<file path="src/rtl/uart_pkg.sv">
// Shared UART definitions: receive state encoding, oversampling constants, parity helper.
package uart_pkg;

  typedef enum logic [2:0] {
    IDLE      = 3'd0,
    START     = 3'd1,
    DATA      = 3'd2,
    PARITY    = 3'd3,
    STOP      = 3'd4,
    WAIT_HIGH = 3'd5
  } rx_state_t;

  localparam int OVERSAMPLE  = 16;
  localparam int MID_SAMPLE  = 7;
  localparam int LAST_SAMPLE = 15;

  // Expected parity bit for a data word: even parity is the XOR of the data, odd is its inverse.
  function automatic logic parity_bit(input logic [7:0] data, input logic odd);
    return (^data) ^ odd;
  endfunction

endpackage

</file>
<file path="src/rtl/uart_rx_filter.sv">
// rx synchronizer plus 3-sample majority filter updated on baud ticks; output rx_f.
// Latency SYNC_STAGES clk + 2 baud ticks per line edge; no backpressure (free-running).
module uart_rx_filter #(
  parameter int SYNC_STAGES = 2
) (
  input  logic clk,
  input  logic reset_n,
  input  logic baud_clock,
  input  logic rx,
  output logic rx_f
);

  logic [SYNC_STAGES-1:0] sync;
  logic [1:0]             hist;
  logic                   cur;
  logic                   maj;

  assign cur = sync[SYNC_STAGES-1];
  assign maj = (hist[1] & hist[0]) | (hist[1] & cur) | (hist[0] & cur);

  always_ff @(posedge clk or negedge reset_n) begin
    if (!reset_n) begin
      sync <= '1;
      hist <= '1;
      rx_f <= 1'b1;
    end else begin
      sync <= {sync[SYNC_STAGES-2:0], rx};
      if (baud_clock) begin
        hist <= {hist[0], cur};
        rx_f <= maj;
      end
    end
  end

endmodule

</file>
<file path="src/rtl/uart_rx_async.sv">
// UART receiver: 16x oversampled start/data/parity/stop framing with ready and sticky error flags.
// Byte visible on the stop-sample tick edge; no backpressure, an unread byte is overwritten and flagged.
module uart_rx_async
  import uart_pkg::*;
#(
  parameter int OVERSAMPLE  = uart_pkg::OVERSAMPLE,
  parameter int SYNC_STAGES = 2
) (
  input  logic       clk,
  input  logic       reset_n,
  input  logic       baud_clock,
  input  logic       rx,
  input  logic       bit8,
  input  logic       parity_en,
  input  logic       odd_n_even,
  input  logic       read_rx_byte,
  input  logic       clear_errors,
  output logic [7:0] rx_byte,
  output logic       rx_ready,
  output logic       parity_err,
  output logic       framing_err,
  output logic       overflow
);

  localparam int CNT_W = $clog2(OVERSAMPLE);

  rx_state_t        state;
  logic [CNT_W-1:0] cnt;
  logic [2:0]       bidx;
  logic [7:0]       shreg;
  logic             par_pend;
  logic             rx_f;
  logic [2:0]       last_bit;
  logic [7:0]       data_w;
  logic             mid_hit;
  logic             last_hit;
  logic             load;

  uart_rx_filter #(.SYNC_STAGES(SYNC_STAGES)) u_filter (
    .clk        (clk),
    .reset_n    (reset_n),
    .baud_clock (baud_clock),
    .rx         (rx),
    .rx_f       (rx_f)
  );

  assign last_bit = bit8 ? 3'd7 : 3'd6;
  assign data_w   = {bit8 & shreg[7], shreg[6:0]};
  assign mid_hit  = (cnt == CNT_W'(MID_SAMPLE));
  assign last_hit = (cnt == CNT_W'(LAST_SAMPLE));
  assign load     = baud_clock && (state == STOP) && last_hit;

  always_ff @(posedge clk or negedge reset_n) begin
    if (!reset_n) begin
      state       <= IDLE;
      cnt         <= '0;
      bidx        <= '0;
      shreg       <= '0;
      par_pend    <= 1'b0;
      rx_byte     <= '0;
      rx_ready    <= 1'b0;
      parity_err  <= 1'b0;
      framing_err <= 1'b0;
      overflow    <= 1'b0;
    end else begin
      // A read coinciding with a load leaves the new byte marked unread.
      if (load) begin
        rx_byte  <= data_w;
        rx_ready <= 1'b1;
      end else if (read_rx_byte) begin
        rx_ready <= 1'b0;
      end

      if (load && par_pend)                       parity_err  <= 1'b1;
      else if (clear_errors)                      parity_err  <= 1'b0;
      if (load && !rx_f)                          framing_err <= 1'b1;
      else if (clear_errors)                      framing_err <= 1'b0;
      if (load && rx_ready && !read_rx_byte)      overflow    <= 1'b1;
      else if (clear_errors)                      overflow    <= 1'b0;

      if (baud_clock) begin
        case (state)
          IDLE: begin
            cnt <= '0;
            if (!rx_f) state <= START;
          end
          START: begin
            cnt <= cnt + 1'b1;
            if (mid_hit) begin
              cnt <= '0;
              if (!rx_f) begin
                state    <= DATA;
                bidx     <= '0;
                shreg    <= '0;
                par_pend <= 1'b0;
              end else begin
                state <= IDLE;
              end
            end
          end
          DATA: begin
            cnt <= cnt + 1'b1;
            if (last_hit) begin
              cnt         <= '0;
              shreg[bidx] <= rx_f;
              bidx        <= bidx + 3'd1;
              if (bidx >= last_bit) state <= parity_en ? PARITY : STOP;
            end
          end
          PARITY: begin
            cnt <= cnt + 1'b1;
            if (last_hit) begin
              cnt      <= '0;
              par_pend <= (rx_f != parity_bit(data_w, odd_n_even));
              state    <= STOP;
            end
          end
          STOP: begin
            cnt <= cnt + 1'b1;
            if (last_hit) begin
              cnt   <= '0;
              state <= rx_f ? IDLE : WAIT_HIGH;
            end
          end
          WAIT_HIGH: begin
            cnt <= '0;
            if (rx_f) state <= IDLE;
          end
          default: begin
            cnt   <= '0;
            state <= IDLE;
          end
        endcase
      end
    end
  end

endmodule
</file>
<file path="config.mk">
export PLATFORM = sky130hd
export DESIGN_NAME = uart_rx_async
export DESIGN_NICKNAME = d
export VERILOG_FILES = /design/src/rtl/uart_pkg.sv /design/src/rtl/uart_rx_filter.sv /design/src/rtl/uart_rx_async.sv
export SDC_FILE = /design/constraint.sdc
export NUM_CORES = 1
export LEC_CHECK = 0
export ABC_AREA = 0
export CELL_PAD_IN_SITES_DETAIL_PLACEMENT = 1
export CELL_PAD_IN_SITES_GLOBAL_PLACEMENT = 2
export CORE_UTILIZATION = 36
export CTS_CLUSTER_DIAMETER = 40
export DETAILED_ROUTE_END_ITERATION = 8
export HOLD_SLACK_MARGIN = 0.05
export PLACE_DENSITY_LB_ADDON = 0.1
export SKIP_LAST_GASP = 1
export SLEW_MARGIN = 40
export SYNTH_ARGS = -nofsm -noshare
export SYNTH_HDL_FRONTEND = slang
export SYNTH_SLANG_ARGS = --single-unit
</file>
<file path="constraint.sdc">
create_clock -name clk -period 2.1 [get_ports clk]
set_input_delay 0.21 -clock clk [delete_from_list [all_inputs] [get_ports clk]]
set_output_delay 0.21 -clock clk [all_outputs]
set_load 0.02 [all_outputs]
</file>
---- After elaboration in Yosys (flattened, before gate mapping) ----
Index checks and enable logic that the tools add are counted.
storage, ports and cells
  register bits ........................... 36
  input bits .............................. 9
  output and inout port bits .............. 12
  word-level logic and storage cells ...... 98
operators by class
  add/subtract/negate cells ............... 2
  magnitude comparators ................... 3
  equal/unequal tests ..................... 16
  mux-type cells .......................... 36
  bitwise gates (word level) .............. 7
  reduce and logical (&&, ||, !) cells .... 21
operator list
  operator                                                    count
  two-way mux 3 bit                                           12
  two-way mux 8 bit                                           3
  one-hot mux 3 bit (6 select lines)                          1
  one-hot mux 8 bit (2 select lines)                          1
  inequality test 2 bit, second input constant                7
  nonzero test 2 bit                                          6
  two-way mux 1 bit                                           11
  AND reduction 5 bit                                         2
  bitwise mux 8 bit                                           1
  two-way mux 4 bit                                           2
  one-hot mux 4 bit (2 select lines)                          1
  AND reduction 8 bit                                         1
  XOR reduction 8 bit                                         1
  logical AND 1 bit                                           7
  == test 3 x 2 -> 1 bit, second input constant               2
  == test 3 bit, second input constant                        2
  one-hot mux 3 bit (2 select lines)                          1
  adder 4 x 1 -> 4 bit, second input constant                 1
  bitwise AND 1 bit                                           4
  == test 4 x 3 -> 1 bit, second input constant               1
  == test 4 bit, second input constant                        1
  less-than comparator 3 x 4 -> 1 bit, second input constant  1
  adder 3 x 1 -> 3 bit, second input constant                 1
  demux 1 bit (select 3 bit)                                  1
  12 further kinds                                            14

---- Longest topological paths before layout ----
Gate-level depths: netlist of the first run.
  word-level depth ........................ 7
  mapped depth ............................ 6
  depth with buffers taken out ............ 6

---- Modules after synthesis ----
A second synthesis of the first run with hierarchy kept.
second synthesis, totals
  cell total of the unflattened synthesis .. 190
  area, all modules ....................... 1971.9 um^2
by module, submodules not included
  module          instances  cells an instance  area each (um^2)  sequential area each (um^2)
  uart_rx_async   1          179                1798.0            775.7
  uart_rx_filter  1          11                 173.9             131.4

---- Worst setup path after synthesis of the first run ----
No wires, ideal clock.
  path type ............................... reg2reg
  from .................................... register bidx[0]
  to ...................................... register state[1]
  library setup time ...................... 138 ps
  arrival time ............................ 1616 ps
  data required time ...................... 1962 ps
  slack ................................... 346 ps
  stages on the path, launching flop included .. 7
  path buffers ............................ 0
  period minus slack after synthesis ...... 1754 ps
  cell sequence ........................... dfrtp_1 > clkinv_1 > ha_1 > nand2b_1 > a31oi_2 > a2111oi_4 > o221ai_1
on the way
  longest elaborated chain between the ends .. 3
RTL lines
  item                               line                  RTL
  start: declaration                 uart_rx_async.sv:29   logic [2:0] bidx;
  start signal: assignment           uart_rx_async.sv:106  bidx <= bidx + 3'd1;
  greater-or-equal comparator 3 bit  uart_rx_async.sv:107  if (bidx >= last_bit) state <= parity_en ? PARITY : STOP;
  inequality test 2 bit (no line)    n/a
  AND reduction 8 bit (no line)      n/a
  end signal: assignment             uart_rx_async.sv:107
  end signal: assignment             uart_rx_async.sv:122  state <= rx_f ? IDLE : WAIT_HIGH;
  end: declaration                   uart_rx_async.sv:27   rx_state_t state;
No other way between the ends.
A chain may end at the register's enable or synchronous reset.

---- Final worst setup path of the first run ----
  from .................................... register bidx[0]
  to ...................................... register state[2]
The elaborated chain is that of the path after synthesis.

==> flow_summary.yaml, run 1 <==
floorplan:
  fp.dieH_um: 74.57
  die_w_um: 74.57
  initial_utilization: 0.3735
  row_count: 26
  core_um2: 5075
  die_area_um2: 5560
  io_pins: 21
detailed_routing:
  drt-pass1-iter-count: 4
  wire_per_inst_um: 15.59
  drtAntennaViolNets: 0
  drt_iter0_markers: 40
  vias: 1437
  post-route-drc-count: 0
  wl_um: 4381
  vias_per_cell: 5.114
setup_path:
  crit_fanout: 8
  critical_path_class: "reg -> reg"
  slowest_stage: "dfrtp_1"
  crit_chain: "clkinv_1 > ha_1 > nand2b_1 > a31oi_2 > a2111oi_4 > a32o_1"
  cp_data_required_time_ns: 2.32
  cp-end-kind: "register"
  startpoint_type: "register"
  critPathMaxStageDelay_ns: 0.50
  arrival_ns: 2.04
clock_network:
  cts_tree: "built"
  root_buffer: "clkbuf_8"
  post_cts_buffers: 0
  path_clk_slew_ns: 0.07
  cts_buffers: 5
  cts_hold_buf: 0
  htree_levels: 2
  post_cts_resized: 0
  clk_latency_ns: 0.28
  cts.sinks: 36
  clockBufferDepth: 2
place:
  gp_congestion: 0.8156
  port_buffers: 20
  dp_hpwl_um: 3181
  dpl_cell_area_um2: 2162
  pre_cts_ws_ns: 0.2607
  post-place-cells: 273
sta:
  setup_viol: 0
  rsz0062_at_grt: "false"
  holdWs_ns: 0.3369
  hold_violations: 0
  max-slew-margin-rel: 0.6952
  max_freq_mhz: 549.9
  final-max-slew-violation-count: 0
  min_period_ns: 1.818
  fin_tns_setup_ns: 0
  tightest_slew_ns: 0.4572
  setup_ws_ns: 0.2816
  skew_ns: 0.001976
  fin_crit_sh: 0.8659
logic_synthesis:
  synth_cell_type_count: 44
  ys.warnings.count: 0
  synth_largest_area_cell: "dfrtp_1"
  avgSynthCellArea_um2: 10.08
  synth_ff_type: "dfrtp_1"
  synth_area_leaders: "dfrtp_1 41%, dfstp_2 6.9%, nand2_1 6.5%"
  syn_nets: 200
  synthCells: 188
  syn-cell-area_um2: 1896
  synth-edff-count: 0
  synth_top_area_frac: 0.4092
  ys_ff_latch: 36
  synthArstFlopShare: 1.000
  seq_area_frac_synth: 0.4785
layout:
  fin_cells: 281
  area_growth_pct: 19.34
  drive_gt1_frac: 0.1564
  nets: 222
  n_antenna_cell: 0
  design_area_um2: 2262
  nFillCells: 597
job:
  drv_cap: 0
grt:
  antenna_found_initial: 0
  overflow: 0
  track_usage: 0.1781
  grt_pass1_wl_um: 7500
  grt_max_degree: 37
  grt_pass1_vias: 1572
hold_path:
  hold_class: "in -> reg"
outcome:
  status: "finished, final reports clean"
power_and_ir_drop:
  vdd_drop_max_mv: 0.4405
  p_per_area_nw_per_um2: 1056
  p_leak_nw: 0.9512
==> kinds of logic after synthesis <==
kind of cell               Yosys count  synth area share
AOI/OAI and AO/OA                   48            0.1828
xor gates and xnor gates            11           0.05809
adders and majority gates            4           0.02508
buffers and inverters               19           0.04884
DFF                                 36            0.4785
muxes                                5           0.02970
and+or+nand+nor                     65            0.1769
==> report_power, final <==
part,switching [W],total [W],internal [W]
Clock,0.000246,0.000546,0.000300
Sequential,0.000236,0.00105,0.000818
Combinational,0.000404,0.000790,0.000386
Total,0.000886,0.00239,0.00150
==> worst max-delay path, delay by kind of cell (launching register included) <==
| family | cells | cell delay (ns) |
|---|---|---|
| buf+inv | 1 | 0.14 |
| flops | 1 | 0.50 |
| compound gates | 3 | 0.73 |
| simple gates | 1 | 0.10 |
| fa+ha+maj | 1 | 0.28 |
==> path summary, 6_finish.rpt <==
kind                                        from          endpoint  slack, ns  cells past startpoint
worst max register to register           bidx[0]          state[2]       0.28                      6
worst max-delay path                     bidx[0]          state[2]       0.28                      6
min in group asynchronous                reset_n          overflow       0.35                      2
worst min register to register  u_filter.sync[0]  u_filter.sync[1]       0.37                      0
max in group asynchronous                reset_n  u_filter.sync[0]       1.41                      2
worst min-delay path                          rx  u_filter.sync[0]       0.34                      1
==> area by class of cell <==
class	count	area, um^2	share of cell area
Sequential cell	36	907.1	0.4010
Inverter	9	33.78	0.01493
Tap cell	70	87.58	0.03872
Timing Repair Buffer	25	237.7	0.1051
Multi-Input combinational cell	133	895.9	0.3960
Clock buffer	8	100.1	0.04425
==> cell usage after synthesis (all sizes together) (2+ instances only) <==
| master | count |
|---|---|
| a21oi | 5 |
| nor2 | 9 |
| ha | 3 |
| and3b | 2 |
| xnor2 | 9 |
| clkbuf | 3 |
| nor3 | 2 |
| dfrtp | 31 |
| inv | 8 |
| nand2b | 4 |
| nand2 | 33 |
| o21ai | 19 |
| or3b | 2 |
| mux2 | 5 |
| a31oi | 7 |
| o2bb2ai | 5 |
| a211oi | 2 |
| buf | 7 |
| o31ai | 4 |
| nand4 | 5 |
| dfstp | 5 |
==> through the flow <==
| step | utilization | total power (W) |
|---|---|---|
| after detailed placement | 0.4260 | 0.001861 |
| after floorplan | - | 0.001649 |
| after global routing | 0.4458 | 0.002581 |
| after CTS | 0.4458 | 0.002425 |
| final | 0.4458 | 0.002389 |
| after global placement | 0.4260 | 0.001815 |
==> cells in the final DEF (no fill, tap or decap), types with 2 or more instances in the layout <==
master	n
nand2_1	33
dfrtp_1	31
clkdlybuf4s50_1	20
o21ai_0	19
nor2_1	9
xnor2_1	9
inv_1	8
clkbuf_8	7
a31oi_1	6
nand4_1	5
o2bb2ai_1	5
mux2_2	5
buf_4	5
dfstp_2	5
nand2b_1	4
a21oi_1	4
o31ai_1	4
ha_1	3
or3b_4	2
and3b_1	2
a211oi_1	2
nor3_1	2
==> per-layer routing <==
layer	track usage	wire, um	up-vias	part of all wire
met3	0.03794	128	6	0.029
li1	-	-	702	-
met2	0.2983	2107	23	0.48
met1	0.2284	2098	706	0.48
met4	0.05870	46	0	0.010
met5	0	0	-	0
==> flip-flops by register name, indices dropped and copies added, names as in the netlist <==
signal / count
u_filter.hist: 2
rx_ready: 1
par_pend: 1
bidx: 3
overflow: 1
parity_err: 1
cnt: 4
shreg: 8
framing_err: 1
u_filter.rx_f: 1
state: 3
rx_byte: 8
u_filter.sync: 2
(Power assumes the default switching activity.)
==> run 2, diff against run 1 <==
GPL_TIMING_DRIVEN = 0   (was not set)
==> flow_summary.yaml, run 2 (same netlist as run 1, synthesis figures left out) <==
outcome:
  status: "finished, final reports clean"
place:
  gp_congestion: 0.7984
  port_buffers: 20
  dp_hpwl_um: 3305
floorplan:
  die_area_um2: 5560
  fp.dieH_um: 74.57
  die_w_um: 74.57
  initial_utilization: 0.3735
  row_count: 26
  io_pins: 21
  core_um2: 5075
setup_path:
  startpoint_type: "register"
  cp_num_buf_inv: 1
  cp-end-kind: "register"
  cp_data_required_time_ns: 2.27
  slowest_stage: "dfrtp_2"
  cp_top_family: "compound AO/OA/AOI/OAI gates"
  critical_path_class: "reg -> reg"
  critPathMaxStageDelay_ns: 0.47
  crit_chain: "clkinvlp_4 > ha_1 > nand2b_1 > a31oi_2 > a2111oi_4 > o221ai_1"
  arrival_ns: 2.08
  crit_fanout: 8
grt:
  met1_usage: 0.2653
  grt_util_met3: 0.04065
  grt_most_used_layer: "met2"
  antenna_found_initial: 0
  grt_pass1_wl_um: 7583
  overflow: 0
  grt_pass1_vias: 1453
  use_met2: 0.2763
  track_usage: 0.1844
  grt_max_degree: 22
hold_path:
  hold_class: "in -> reg"
power_and_ir_drop:
  vdd_drop_max_mv: 0.4462
  p_per_area_nw_per_um2: 1071
  p_leak_nw: 0.9825
clock_network:
  clk_latency_ns: 0.29
  cts_buffers: 5
  clockBufferDepth: 2
  path_clk_slew_ns: 0.08
  htree_levels: 2
  cts.sinks: 36
  post_cts_buffers: 0
  cts_tree: "built"
  root_buffer: "clkbuf_8"
detailed_routing:
  drt-pass1-iter-count: 4
  vias_per_cell: 5.111
  vias: 1472
  drt_iter0_markers: 58
  wire_per_inst_um: 15.30
  wl_um: 4405
  post-route-drc-count: 0
  drtAntennaViolNets: 0
layout:
  n_antenna_cell: 0
  final_common_cell: "nand2_1"
  nets: 229
  drive_gt1_frac: 0.1835
  final_cell_mix: "33 x nand2_1, 30 x dfrtp_1, 19 x o21ai_0, 19 x clkdlybuf4s50_1"
  reg.largest.list: "rx_byte: 8 flops, shreg: 8 flops, cnt: 4 flops"
  area_growth_pct: 22.84
sta:
  max_freq_mhz: 522.1
  hold_violations: 0
  holdWs_ns: 0.3280
  rsz0062_at_grt: "false"
  skew_ns: 0.008464
  setup_viol: 0
  fin_crit_sh: 0.9121
  tightest_slew_ns: 0.5077
  max-slew-margin-rel: 0.6603
  min_period_ns: 1.915
  fin_tns_setup_ns: 0
  final-max-slew-violation-count: 0
job:
  drv_cap: 0
[run 2: worst paths after layout]
path                                   from          endpoint  slack, ns  cells past startpoint
hold reg to reg            u_filter.sync[0]  u_filter.sync[1]       0.36                      0
hold / removal                           rx  u_filter.sync[0]       0.33                      1
max in group asynchronous           reset_n     u_filter.rx_f       1.19                      3
setup / recovery                    bidx[0]          state[1]       0.18                      6
setup reg to reg                    bidx[0]          state[1]       0.18                      6
min in group asynchronous           reset_n            cnt[3]       0.39                      2
[run 2: final cells by class]
class,instances,area [um^2]
Inverter,9,37.54
Buffer,10,58.81
Fill cell,603,2746
Clock buffer,6,72.57
Tap cell,70,87.58
Sequential cell,36,908.4
Timing Repair Buffer,22,232.7
Multi-Input combinational cell,133,895.9
Clock inverter,2,35.03
[run 2: power by group]
group / switching, W / internal, W
clock network: 0.000252 / 0.000352
logic: 0.000525 / 0.000412
registers: 0.000132 / 0.000821
total: 0.000908 / 0.00159
[run 2: per-stage QoR]
stage | utilization | instances | power (W) | worst slack [ns] | cell area (um^2)
6_report | 0.4588 | 288 | 0.002493 | 0.1846 | 2328
3_5_place_dp | 0.4347 | 279 | 0.001896 | 0.02016 | 2206
5_1_grt | 0.4588 | 288 | 0.002689 | 0.02357 | 2328
4_1_cts | 0.4578 | 288 | 0.002521 | 0.002198 | 2323
2_1_floorplan | - | 188 | 0.001649 | 0.3459 | 1896
3_3_place_gp | 0.4302 | 278 | 0.001850 | 0.02860 | 2183
[run 2: routing by layer]
metal,part of all wire,up-vias
li1,-,721
met1,0.49,722
met2,0.47,22
met3,0.027,7
met4,0.012,0
met5,0,-
[run 2: worst register-to-register path: cells and delay by family, from the launching register on]
kind	cells	cell delay [ns]
adder cells (fa/ha/maj)	1	0.31
flip-flops	1	0.47
buffers and inverters	1	0.21
AO/OA/AOI/OAI	3	0.69
AND/OR/NAND/NOR	1	0.11
[run 2: timing repair]
| item | in CTS | in global routing |
|---|---|---|
| setup endpoints to repair | 0 | 3 |
| gates resized for setup | 0 | 2 |
| hold endpoints to repair | 11 | 0 |
| hold buffers | 1 | 0 |
==> run 3, diff against run 2 <==
CAP_MARGIN = 20   (was not set)
HOLD_SLACK_MARGIN = not set   (was 0.05)
==> results of run 3 <==
No change in the layout: final DEF, timing and power equal those of run 2.
